[src/rtl/rgb2hsv_pipe_pkg.sv]
// Shared constants and types for the RGB<->HSV colour-processing stages.
// The HSV-to-RGB stage imports the same package so both ends agree on formats.
package rgb_hsv_pkg;

    localparam int H_W             = 9;
    localparam int S_W             = 11;
    localparam int V_W             = 8;
    localparam int S_ONE           = 2048;
    localparam int S_MAX           = 2047;
    localparam int HUE_SECTOR      = 60;
    localparam int HUE_FULL        = 360;
    localparam int DIV_NUM_W       = 19;
    localparam int DIV_DEN_W       = 8;
    localparam int RGB2HSV_LATENCY = 22;

    // One-hot selector for the channel holding the maximum (ties r > g > b).
    typedef enum logic [2:0] {
        SEL_R = 3'b001,
        SEL_G = 3'b010,
        SEL_B = 3'b100
    } max_sel_e;

    // Information that rides alongside the dividers.
    typedef struct packed {
        logic           neg;    // hue numerator was negative
        max_sel_e       sel;    // hue sector base
        logic           grey;   // delta == 0
        logic           black;  // max == 0
        logic [V_W-1:0] v;      // value output
    } side_t;

endpackage

[src/rtl/rgb2hsv_pipe_if.sv]
// Pixel bus for the RGB-to-HSV converter: RGB in, HSV out, no backpressure.
interface rgb2hsv_pipe_if;
    import rgb_hsv_pkg::*;

    logic [7:0]     r;
    logic [7:0]     g;
    logic [7:0]     b;
    logic           in_valid;
    logic [H_W-1:0] H;
    logic [S_W-1:0] S;
    logic [V_W-1:0] V;
    logic           out_valid;

    modport master (output r, g, b, in_valid, input  H, S, V, out_valid);
    modport slave  (input  r, g, b, in_valid, output H, S, V, out_valid);

endinterface

[src/rtl/rgb2hsv_pipe_div.sv]
// Pipelined restoring divider: one quotient bit per stage, MSB first.
// Numerator and denominator are carried alongside the partial remainder, so
// a new division can start every clock. Divide-by-zero yields garbage that
// the caller is expected to discard.
module rgb2hsv_pipe_div
    import rgb_hsv_pkg::*;
(
    input  logic                 clk,
    input  logic [DIV_NUM_W-1:0] num_i,
    input  logic [DIV_DEN_W-1:0] den_i,
    output logic [DIV_NUM_W-1:0] quo_o
);

    localparam int NST = DIV_NUM_W;

    logic [DIV_NUM_W-1:0] num_q [NST-1];
    logic [DIV_DEN_W-1:0] den_q [NST-1];
    logic [DIV_DEN_W-1:0] rem_q [NST-1];
    logic [DIV_NUM_W-1:0] quo_q [NST];

    logic [DIV_NUM_W-1:0] num_s [NST];
    logic [DIV_DEN_W-1:0] den_s [NST];
    logic [DIV_DEN_W-1:0] rem_s [NST];
    logic [DIV_NUM_W-1:0] quo_s [NST];
    logic [DIV_DEN_W-1:0] rem_d [NST];
    logic [DIV_NUM_W-1:0] quo_d [NST];

    // Per-stage trial subtraction of the denominator from the shifted remainder.
    always_comb begin
        logic [DIV_DEN_W:0] trial;
        trial    = '0;
        num_s[0] = num_i;
        den_s[0] = den_i;
        rem_s[0] = '0;
        quo_s[0] = '0;
        for (int s = 1; s < NST; s++) begin
            num_s[s] = num_q[s-1];
            den_s[s] = den_q[s-1];
            rem_s[s] = rem_q[s-1];
            quo_s[s] = quo_q[s-1];
        end
        for (int s = 0; s < NST; s++) begin
            trial = {rem_s[s], num_s[s][NST-1-s]};
            if (trial >= {1'b0, den_s[s]}) begin
                rem_d[s] = DIV_DEN_W'(trial - {1'b0, den_s[s]});
                quo_d[s] = {quo_s[s][DIV_NUM_W-2:0], 1'b1};
            end else begin
                rem_d[s] = trial[DIV_DEN_W-1:0];
                quo_d[s] = {quo_s[s][DIV_NUM_W-2:0], 1'b0};
            end
        end
    end

    // Advance every stage; the final stage only needs its quotient.
    always_ff @(posedge clk) begin
        for (int s = 0; s < NST - 1; s++) begin
            num_q[s] <= num_s[s];
            den_q[s] <= den_s[s];
            rem_q[s] <= rem_d[s];
        end
        for (int s = 0; s < NST; s++) begin
            quo_q[s] <= quo_d[s];
        end
    end

    assign quo_o = quo_q[NST-1];

endmodule

[src/rtl/rgb2hsv_pipe.sv]
// Fully pipelined RGB-to-HSV converter, fixed 22-cycle latency, 1 pixel/clock.
// Stage 1 max/min/select, stage 2 delta and numerators, stages 3-21 two
// parallel dividers (hue and saturation), stage 22 assembly and output.
// Optional macro RGB2HSV_HUE_ROUND_EN: round the hue quotient half-up
// instead of truncating it.
module rgb2hsv_pipe
    import rgb_hsv_pkg::*;
(
    input  logic          clk,
    input  logic          rst,
    rgb2hsv_pipe_if.slave pix
);

    localparam int DIV_STAGES = DIV_NUM_W;
    localparam int VLD_W      = RGB2HSV_LATENCY - 1;

    // stage 1
    logic [7:0]     r1_q, g1_q, b1_q, max1_q, min1_q;
    max_sel_e       sel1_q;
    logic [7:0]     max_d, min_d;
    max_sel_e       sel_d;

    // stage 2
    logic [DIV_NUM_W-1:0] hue_num_d, hue_num2_q;
    logic [DIV_NUM_W-1:0] sat_num_d, sat_num2_q;
    logic [7:0]           delta_d, delta2_q, max2_q;
    side_t                side_d, side2_q;

    // divider stages and output
    side_t                side_q [DIV_STAGES];
    logic [DIV_NUM_W-1:0] hue_quo, sat_quo;
    logic [VLD_W-1:0]     vld_q;
    logic [H_W-1:0]       h_d, h_q;
    logic [S_W-1:0]       s_d, s_q;
    logic [V_W-1:0]       v_q;
    logic                 out_valid_q;

    // Max channel with r > g > b tie priority, and min.
    always_comb begin
        if (pix.r >= pix.g && pix.r >= pix.b) begin
            sel_d = SEL_R;
            max_d = pix.r;
        end else if (pix.g >= pix.b) begin
            sel_d = SEL_G;
            max_d = pix.g;
        end else begin
            sel_d = SEL_B;
            max_d = pix.b;
        end
        min_d = pix.r;
        if (pix.g < min_d) min_d = pix.g;
        if (pix.b < min_d) min_d = pix.b;
    end

    // Stage 1 registers (datapath, no reset).
    always_ff @(posedge clk) begin
        r1_q   <= pix.r;
        g1_q   <= pix.g;
        b1_q   <= pix.b;
        max1_q <= max_d;
        min1_q <= min_d;
        sel1_q <= sel_d;
    end

    // Delta, hue numerator magnitude/sign, saturation numerator and zero flags.
    always_comb begin
        logic [7:0] pa, pb, absn;
        case (sel1_q)
            SEL_R:   begin pa = g1_q; pb = b1_q; end
            SEL_G:   begin pa = b1_q; pb = r1_q; end
            default: begin pa = r1_q; pb = g1_q; end
        endcase
        absn    = (pa >= pb) ? (pa - pb) : (pb - pa);
        delta_d = max1_q - min1_q;
`ifdef RGB2HSV_HUE_ROUND_EN
        hue_num_d = DIV_NUM_W'(absn) * DIV_NUM_W'(HUE_SECTOR)
                  + DIV_NUM_W'(delta_d >> 1);
`else
        hue_num_d = DIV_NUM_W'(absn) * DIV_NUM_W'(HUE_SECTOR);
`endif
        sat_num_d    = {delta_d, {(DIV_NUM_W - V_W){1'b0}}};
        side_d.neg   = (pa < pb);
        side_d.sel   = sel1_q;
        side_d.grey  = (delta_d == 8'd0);
        side_d.black = (max1_q == 8'd0);
        side_d.v     = max1_q;
    end

    // Stage 2 registers (datapath, no reset).
    always_ff @(posedge clk) begin
        hue_num2_q <= hue_num_d;
        sat_num2_q <= sat_num_d;
        delta2_q   <= delta_d;
        max2_q     <= max1_q;
        side2_q    <= side_d;
    end

    rgb2hsv_pipe_div u_div_hue (
        .clk   (clk),
        .num_i (hue_num2_q),
        .den_i (delta2_q),
        .quo_o (hue_quo)
    );

    rgb2hsv_pipe_div u_div_sat (
        .clk   (clk),
        .num_i (sat_num2_q),
        .den_i (max2_q),
        .quo_o (sat_quo)
    );

    // Side information delay chain matched to the divider depth.
    always_ff @(posedge clk) begin
        side_q[0] <= side2_q;
        for (int s = 1; s < DIV_STAGES; s++) begin
            side_q[s] <= side_q[s-1];
        end
    end

    // Valid shift chain covering stages 1..21; reset drops in-flight pixels.
    always_ff @(posedge clk) begin
        if (rst) vld_q <= '0;
        else     vld_q <= {vld_q[VLD_W-2:0], pix.in_valid};
    end

    // Hue sector assembly with 360->0 wrap, saturation clamp, zero overrides.
    always_comb begin
        logic [DIV_NUM_W-1:0] hue_raw;
        side_t                sd;
        sd = side_q[DIV_STAGES-1];
        case (sd.sel)
            SEL_R:   hue_raw = sd.neg ? DIV_NUM_W'(HUE_FULL) - hue_quo : hue_quo;
            SEL_G:   hue_raw = sd.neg ? DIV_NUM_W'(120) - hue_quo
                                      : DIV_NUM_W'(120) + hue_quo;
            default: hue_raw = sd.neg ? DIV_NUM_W'(240) - hue_quo
                                      : DIV_NUM_W'(240) + hue_quo;
        endcase
        if (hue_raw == DIV_NUM_W'(HUE_FULL)) hue_raw = '0;
        if (sd.grey) begin
            h_d = '0;
            s_d = '0;
        end else begin
            h_d = H_W'(hue_raw);
            s_d = (sat_quo > DIV_NUM_W'(S_MAX)) ? S_W'(S_MAX) : S_W'(sat_quo);
        end
        if (sd.black) s_d = '0;
    end

    // Output register: values change only with a valid pixel.
    always_ff @(posedge clk) begin
        if (rst) begin
            out_valid_q <= 1'b0;
            h_q         <= '0;
            s_q         <= '0;
            v_q         <= '0;
        end else begin
            out_valid_q <= vld_q[VLD_W-1];
            if (vld_q[VLD_W-1]) begin
                h_q <= h_d;
                s_q <= s_d;
                v_q <= side_q[DIV_STAGES-1].v;
            end
        end
    end

    assign pix.H         = h_q;
    assign pix.S         = s_q;
    assign pix.V         = v_q;
    assign pix.out_valid = out_valid_q;

endmodule

[src/flat_wrapper.sv]
// flat-port wrapper written by rule: the top's interface ports become plain ports
module rgb2hsv_pipe_flat import rgb_hsv_pkg::*;
  (clk, rst, pix_r, pix_g, pix_b, pix_in_valid, pix_H, pix_S, pix_V, pix_out_valid);
  rgb2hsv_pipe_if pix_i ();
  input  logic clk;
  input  logic rst;
  input wire logic [$bits(pix_i.r)-1:0] pix_r;
  input wire logic [$bits(pix_i.g)-1:0] pix_g;
  input wire logic [$bits(pix_i.b)-1:0] pix_b;
  input wire logic [$bits(pix_i.in_valid)-1:0] pix_in_valid;
  output wire logic [$bits(pix_i.H)-1:0] pix_H;
  output wire logic [$bits(pix_i.S)-1:0] pix_S;
  output wire logic [$bits(pix_i.V)-1:0] pix_V;
  output wire logic [$bits(pix_i.out_valid)-1:0] pix_out_valid;
  assign pix_i.r = pix_r;
  assign pix_i.g = pix_g;
  assign pix_i.b = pix_b;
  assign pix_i.in_valid = pix_in_valid;
  assign pix_H = pix_i.H;
  assign pix_S = pix_i.S;
  assign pix_V = pix_i.V;
  assign pix_out_valid = pix_i.out_valid;
  rgb2hsv_pipe u_core (.clk(clk), .rst(rst), .pix(pix_i));
endmodule
[config.mk]
export PLATFORM = sky130hd
export DESIGN_NAME = rgb2hsv_pipe_flat
export DESIGN_NICKNAME = d
export VERILOG_FILES = /design/src/rtl/rgb2hsv_pipe_pkg.sv /design/src/rtl/rgb2hsv_pipe_if.sv /design/src/rtl/rgb2hsv_pipe_div.sv /design/src/rtl/rgb2hsv_pipe.sv /design/src/flat_wrapper.sv
export SDC_FILE = /design/constraint.sdc
export NUM_CORES = 2
export LEC_CHECK = 0
export ABC_AREA = 1
export BUFFER_PORTS_ARGS = -buffer_cell sky130_fd_sc_hd__buf_2
export CELL_PAD_IN_SITES_DETAIL_PLACEMENT = 0
export CELL_PAD_IN_SITES_GLOBAL_PLACEMENT = 1
export CORE_MARGIN = 1
export CORE_UTILIZATION = 49
export CTS_CLUSTER_DIAMETER = 100
export DETAILED_ROUTE_END_ITERATION = 6
export PLACE_DENSITY_LB_ADDON = 0.25
export REMOVE_ABC_BUFFERS = 1
export SLEW_MARGIN = 40
export SYNTH_ARGS = -nofsm -noshare
export SYNTH_HDL_FRONTEND = slang
export SYNTH_SLANG_ARGS = --single-unit
export TNS_END_PERCENT = 10
[constraint.sdc]
create_clock -name clk -period 7.8 [get_ports clk]
set_clock_uncertainty 0.05 [all_clocks]
set_input_delay 1.17 -clock clk [delete_from_list [all_inputs] [get_ports clk]]
set_output_delay 1.17 -clock clk [all_outputs]
set_load 0.02 [all_outputs]
* Yosys cells after proc, flatten, opt, wreduce, memory -nomap -nowiden
Memory sizes are Yosys's and may differ from the RTL's. Index checks and enable logic that the tools add are counted.
Operators by class: add/sub/neg operators 44, multiply operators 1, $lt $le $gt $ge 46, eq/ne operators 5, mux-type cells 91, reductions and logical operators 3
Operator list (number):
- $mux 8 | 41
- $ge 9x8->1 | 36
- $sub 8x8->8 | 37
- $mux 19 | 3
- $mux 1 | 38
- $pmux 19 s2 | 1
- $mux 11 | 3
- $ge 8x8->1 | 4
- $pmux 8 s2 | 2
- $lt 8x8->1 | 3
- $add 7x19->19 const A | 1
- $add 8x19->19 const A | 1
- $eq 19x9->1 const B | 1
- $gt 19x11->1 const B | 1
- $sub 7x19->19 const A | 1
- $sub 8x19->19 const A | 1
- $sub 9x19->19 const A | 1
- $mux 9 | 2
- $logic_not 8->1 | 2
- $mul 8x4->12 const B | 1
- $ge 1x8->1 | 1
- $ge 1x8->1 const A | 1
- $sub 1x8->8 | 1
- $sub 1x8->8 const A | 1
- other kinds (4) | 6
Word-level totals: register bits after elaboration 127, RAM bits 2248, input port bits 27, output and inout bits 29, logic and storage cells 217, memories 9
Memories:
- u_core.u_div_hue.quo_q | depth 19, bits a word 19, read ports 19, clocked after Yosys merged registers in 0, write ports 19, line rgb2hsv_pipe_div.sv:19 | logic [DIV_NUM_W-1:0] quo_q [NST];
- u_core.u_div_sat.quo_q | depth 19, bits a word 19, read ports 19, clocked after Yosys merged registers in 0, write ports 19, line rgb2hsv_pipe_div.sv:19
- u_core.u_div_hue.num_q | depth 18, bits a word 19, read ports 18, clocked after Yosys merged registers in 0, write ports 18, line rgb2hsv_pipe_div.sv:16 | logic [DIV_NUM_W-1:0] num_q [NST-1];
- u_core.u_div_sat.num_q | depth 18, bits a word 19, read ports 18, clocked after Yosys merged registers in 0, write ports 18, line rgb2hsv_pipe_div.sv:16
- u_core.side_q | depth 19, bits a word 14, read ports 19, clocked after Yosys merged registers in 0, write ports 19, line rgb2hsv_pipe.sv:30 | side_t side_q [DIV_STAGES];
- u_core.u_div_hue.den_q | depth 18, bits a word 8, read ports 18, clocked after Yosys merged registers in 0, write ports 18, line rgb2hsv_pipe_div.sv:17 | logic [DIV_DEN_W-1:0] den_q [NST-1];
- 3 more memories

* Depth between registers and ports, before layout
An unclocked memory read counts as a cell.
depth in word-level cells 7, mapped depth 36

* Cells and area by module
From an unflattened synthesis, not the netlist that was laid out.
Second synthesis, totals: cell total of the unflattened synthesis 6690, area, all modules 60290.3 um2
Modules (own cells, without submodules):
- rgb2hsv_pipe_div at u_core.u_div_sat | instances 1, cells each 2585, area an instance 23128.4 um2
- rgb2hsv_pipe_div at u_core.u_div_hue | instances 1, cells each 2577, area an instance 23090.9 um2
- rgb2hsv_pipe | instances 1, cells each 1528, area an instance 14071.0 um2

* Worst setup path after synthesis
No wires, ideal clock.
path kind reg2reg, start reg u_core.sel1_q[0], end reg u_core.hue_num2_q[13], library setup time 72 ps, arrival time 5579 ps, path slack 2099 ps, cell stages (with the launch flop) 33, buffers on the path 0, period minus slack after synthesis 5701 ps, cell sequence dfxtp_1 -> nor3_2 -> inv_1 -> nand2_1 -> inv_2 -> a21oi_1 -> inv_1 -> ha_1 -> fa_1 -> o21ai_0 -> nand2_1 -> nor3b_2 -> nand2_2 -> mux2i_1 -> xor2_1 -> inv_1 -> fa_1 -> inv_1 -> fa_1 -> inv_1 -> ha_1 -> a21oi_1 -> nand2_1 -> nand2_1 -> nand2_1 -> nand2_1 -> a21oi_1 -> nor2_1 -> nor2_1 -> nor2_1 -> o21ai_0 -> a21oi_1 -> xnor2_1
On the way: word-level cells in the longest chain between the ends 5, elaborated cells between the ends (all ways) 9, classes of those cells 2 x add/sub; 1 x mul; 1 x order compare; 2 x eq/ne; 3 x mux
Ends and longest elaborated chain:
- start, declared | line rgb2hsv_pipe.sv:19 | max_sel_e sel1_q;
- start signal, assigned | line rgb2hsv_pipe.sv:62 | sel1_q <= sel_d;
- $eq 3x2->1 / $eq 3x1->1 (equally long branches) | line rgb2hsv_pipe.sv:68 | case (sel1_q)
- $pmux 8 s2 | line rgb2hsv_pipe.sv:68
- $sub 8x8->8 / $ge 8x8->1 (equally long branches) | line rgb2hsv_pipe.sv:73 | absn = (pa >= pb) ? (pa - pb) : (pb - pa);
- $mux 8 * | line rgb2hsv_pipe.sv:73
- $mul 8x4->12 * | line rgb2hsv_pipe.sv:79 | hue_num_d = DIV_NUM_W'(absn) * DIV_NUM_W'(HUE_SECTOR);
- named net u_core.hue_num_d[13] | line rgb2hsv_pipe.sv:24 | logic [DIV_NUM_W-1:0] hue_num_d, hue_num2_q;
- end signal, assigned | line rgb2hsv_pipe.sv:91 | hue_num2_q <= hue_num_d;
- end, declared | line rgb2hsv_pipe.sv:24
Mark *: on every way through the listed nets, which the timed path passes. The rest lies on a longest branch. A chain may end at the register's enable or synchronous reset.

* Worst setup path after layout
Ends and elaborated chain as after synthesis.

==> impl_metrics.json <==
{
  "yosysTopAreaCell": "dfxtp_1",
  "synth-xor-area-share_pct": 3.73,
  "synth_fa_ha_area_share_pct": 12.0,
  "async_reset_ff_share_pct": 0,
  "clkSinkCount": 1331,
  "fp-row-count": 112,
  "max_stage_delay_ns": 0.50,
  "firstDrtPassIters": 7,
  "fmax_mhz": 150,
  "ys_types": 52,
  "stdcell_area_sq_mm": 0.0528,
  "ys_warn_count": 0,
  "drc": 0,
  "grt_max_degree": 51,
  "setup_violations": 0,
  "worstSkewPairLatency_ns": 0.72,
  "ys_seq_area_share_pct": 57.4,
  "drive_gt1_share_pct": 6.52,
  "synth_edf_count": 0,
  "holdBufCountCts": 0,
  "port_buffers": 55,
  "hpwl_microns": 56700,
  "min_period_ns": 6.66,
  "final_nets": 5320,
  "core_area_sq_mm": 0.0936,
  "path_max_fanout": 10,
  "die_w_microns": 310,
  "dp.cells": 5994,
  "muxShareOfSynthArea_pct": 0.0889,
  "placed_area_sq_mm": 0.0480,
  "cpLargestDelayFamily": "adder cells",
  "cts_tree": "built",
  "drt_iter0_drc": 1186,
  "fin_util_pct": 56.4,
  "cts_made_buffers": 134,
  "area.growth.synth_to_final_pct": 13.6,
  "fin_setup_tns_ns": 0,
  "start_util_pct": 49.6,
  "drtAntennaViolNets": 0,
  "synth_top_family_by_area": "simple AND/OR/NAND/NOR gates",
  "hold_viol": 0,
  "syn-cell-area_sq_mm": 0.0464,
  "htreeDepth": 4,
  "cts-root-buf": "clkbuf_16",
  "post_cts_buffers": 0,
  "crit_path_top_delay_cell": "fa_1",
  "synthSimpleGateAreaFrac_pct": 12.1,
  "cts.path.max_buffers": 3,
  "antenna_found_initial": 0,
  "worstPathArrival_ns": 7.26,
  "tightest_slew_ns": 0.633,
  "yosys.area.top_type_share_pct": 57.4,
  "synthFlopType": "dfxtp_1",
  "synth-seq-cells": 1331,
  "cts_resized": 0,
  "synthTopCellsByArea": "dfxtp_1 57%, ha_1 9.9%, inv_1 5.2%, nand2_1 5.1%, a21oi_1 3.6%",
  "fin_crit_sh_pct": 85.4,
  "cp_num_buf_inv": 6,
  "synth_compound_area_share_pct": 8.54,
  "most-common-layout-cells": "1,331 x dfxtp_1, 648 x inv_1, 626 x nand2_1",
  "status": "finished clean",
  "critical_path_class": "reg -> reg",
  "gr-total-overflow": 0,
  "wl_microns": 77100,
  "ios": 56,
  "grt_pass1_vias": 28800,
  "mostFrequentLayoutCell": "dfxtp_1",
  "hold_class": "reg -> reg",
  "die_h_microns": 310,
  "rsz0062_at_grt": "false",
  "viasPerCell": 4.68,
  "required_ns": 8.40,
  "drv_slew": 0,
  "num_antenna_cells": 0,
  "cap_violations": 0,
  "die_area_sq_mm": 0.0960,
  "synthCells": 4747,
  "track_usage_pct": 16.7,
  "cp_common_cell": "nand2_1",
  "grt_first_pass_wirelength_microns": 132000,
  "synth.avg_cell_area_sq_um": 9.78,
  "final_cells": 6241,
  "clkTransAtPathRegs_ns": 0.06,
  "wl_per_cell_microns": 12.4,
  "place_congestion": 0.854,
  "via_count": 29200,
  "start_kind": "register",
  "end_kind": "register",
  "slew_headroom_pct": 57.7
}
## routing by layer
metal | wire (microns) | share of wire (%) | up-vias | GRT usage [%]
met5 | 0 | 0 | - | 0
met4 | 2280 | 3.0 | 0 | 6.71
met3 | 2720 | 3.5 | 170 | 3.24
met2 | 37800 | 49 | 382 | 29.8
met1 | 34300 | 45 | 13100 | 19.4
li1 | - | - | 15600 | -
## final timing paths
path / endpoint / startpoint / cells past startpoint / slack [ns]
max: u_core.hue_num2_q[13] / u_core.sel1_q[0] / 32 / 1.14
min: u_core.side_q[1][9] / u_core.side_q[0][9] / 0 / 0.27
max reg2reg: u_core.hue_num2_q[13] / u_core.sel1_q[0] / 32 / 1.14
min reg2reg: u_core.side_q[1][9] / u_core.side_q[0][9] / 0 / 0.27
## cells by family (layout without fill, tap and decap cells)
| group | Yosys count | in the layout |
|---|---|---|
| adders and majority gates | 417 | 417 |
| AOI/OAI and AO/OA | 717 | 717 |
| buffers and inverters | 725 | 963 |
| and+or+nand+nor | 1354 | 1354 |
| DFF | 1331 | 1331 |
| xor gates and xnor gates | 198 | 198 |
| muxes | 4 | 4 |
| other | 1 | 3 |
## synthesized netlist by cell type (all sizes together), types with 2 or more instances
| library cell | count |
|---|---|
| a211o | 2 |
| a211oi | 18 |
| a21o | 53 |
| a21oi | 332 |
| a221oi | 7 |
| a311oi | 6 |
| a31oi | 6 |
| buf | 50 |
| clkbuf | 18 |
| clkinv | 2 |
| dfxtp | 1331 |
| fa | 49 |
| ha | 368 |
| inv | 655 |
| mux2i | 3 |
| nand2 | 632 |
| nand3 | 157 |
| nand4 | 61 |
| nor2 | 417 |
| nor3 | 59 |
| nor3b | 2 |
| nor4 | 9 |
| o211ai | 11 |
| o21ai | 251 |
| o21bai | 14 |
| o221ai | 4 |
| o41ai | 10 |
| or2 | 2 |
| or3 | 10 |
| or4 | 3 |
| xnor2 | 69 |
| xor2 | 129 |
## layout make-up
| type | count | area (sq um) |
|---|---|---|
| Fill cell | 8207 | 40800 |
| Sequential cell | 1331 | 26600 |
| Multi-Input combinational cell | 2693 | 17000 |
| Clock buffer | 171 | 3740 |
| Inverter | 657 | 2470 |
| Tap cell | 1254 | 1570 |
| Clock inverter | 76 | 1060 |
| Timing Repair Buffer | 59 | 305 |
## stage by stage
stage / worst slack, ns / hold WS, ns
after floorplan: 1.66 / 0.260
after global placement: 1.30 / 0.259
after detailed placement: 1.14 / 0.262
after CTS: 1.11 / 0.269
after global routing: 0.462 / 0.270
final: 1.14 / 0.266
## worst register-to-register path: cells and delay by family (launching register included)
family,cells,cell delay (ns)
multiplexers,1,0.25
buffers and inverters,6,0.71
AO/OA/AOI/OAI,6,1.02
XOR/XNOR,2,0.50
flip-flops,1,0.33
adder cells (fa/ha/maj),5,1.98
AND/OR/NAND/NOR,12,1.76
## state kept, by name (all words and copies together) (netlist names), 112 cells and up
register and flops:
u_core.side_q 140, u_core.u_div_hue.num_q 126, u_core.u_div_hue.quo_q 190, u_core.u_div_hue.rem_q 144, u_core.u_div_sat.den_q 126, u_core.u_div_sat.num_q 112, u_core.u_div_sat.quo_q 190, u_core.u_div_sat.rem_q 144
Power is not shown: default switching activity piles up to over one toggle a cycle in this logic, so the estimate is an artifact.
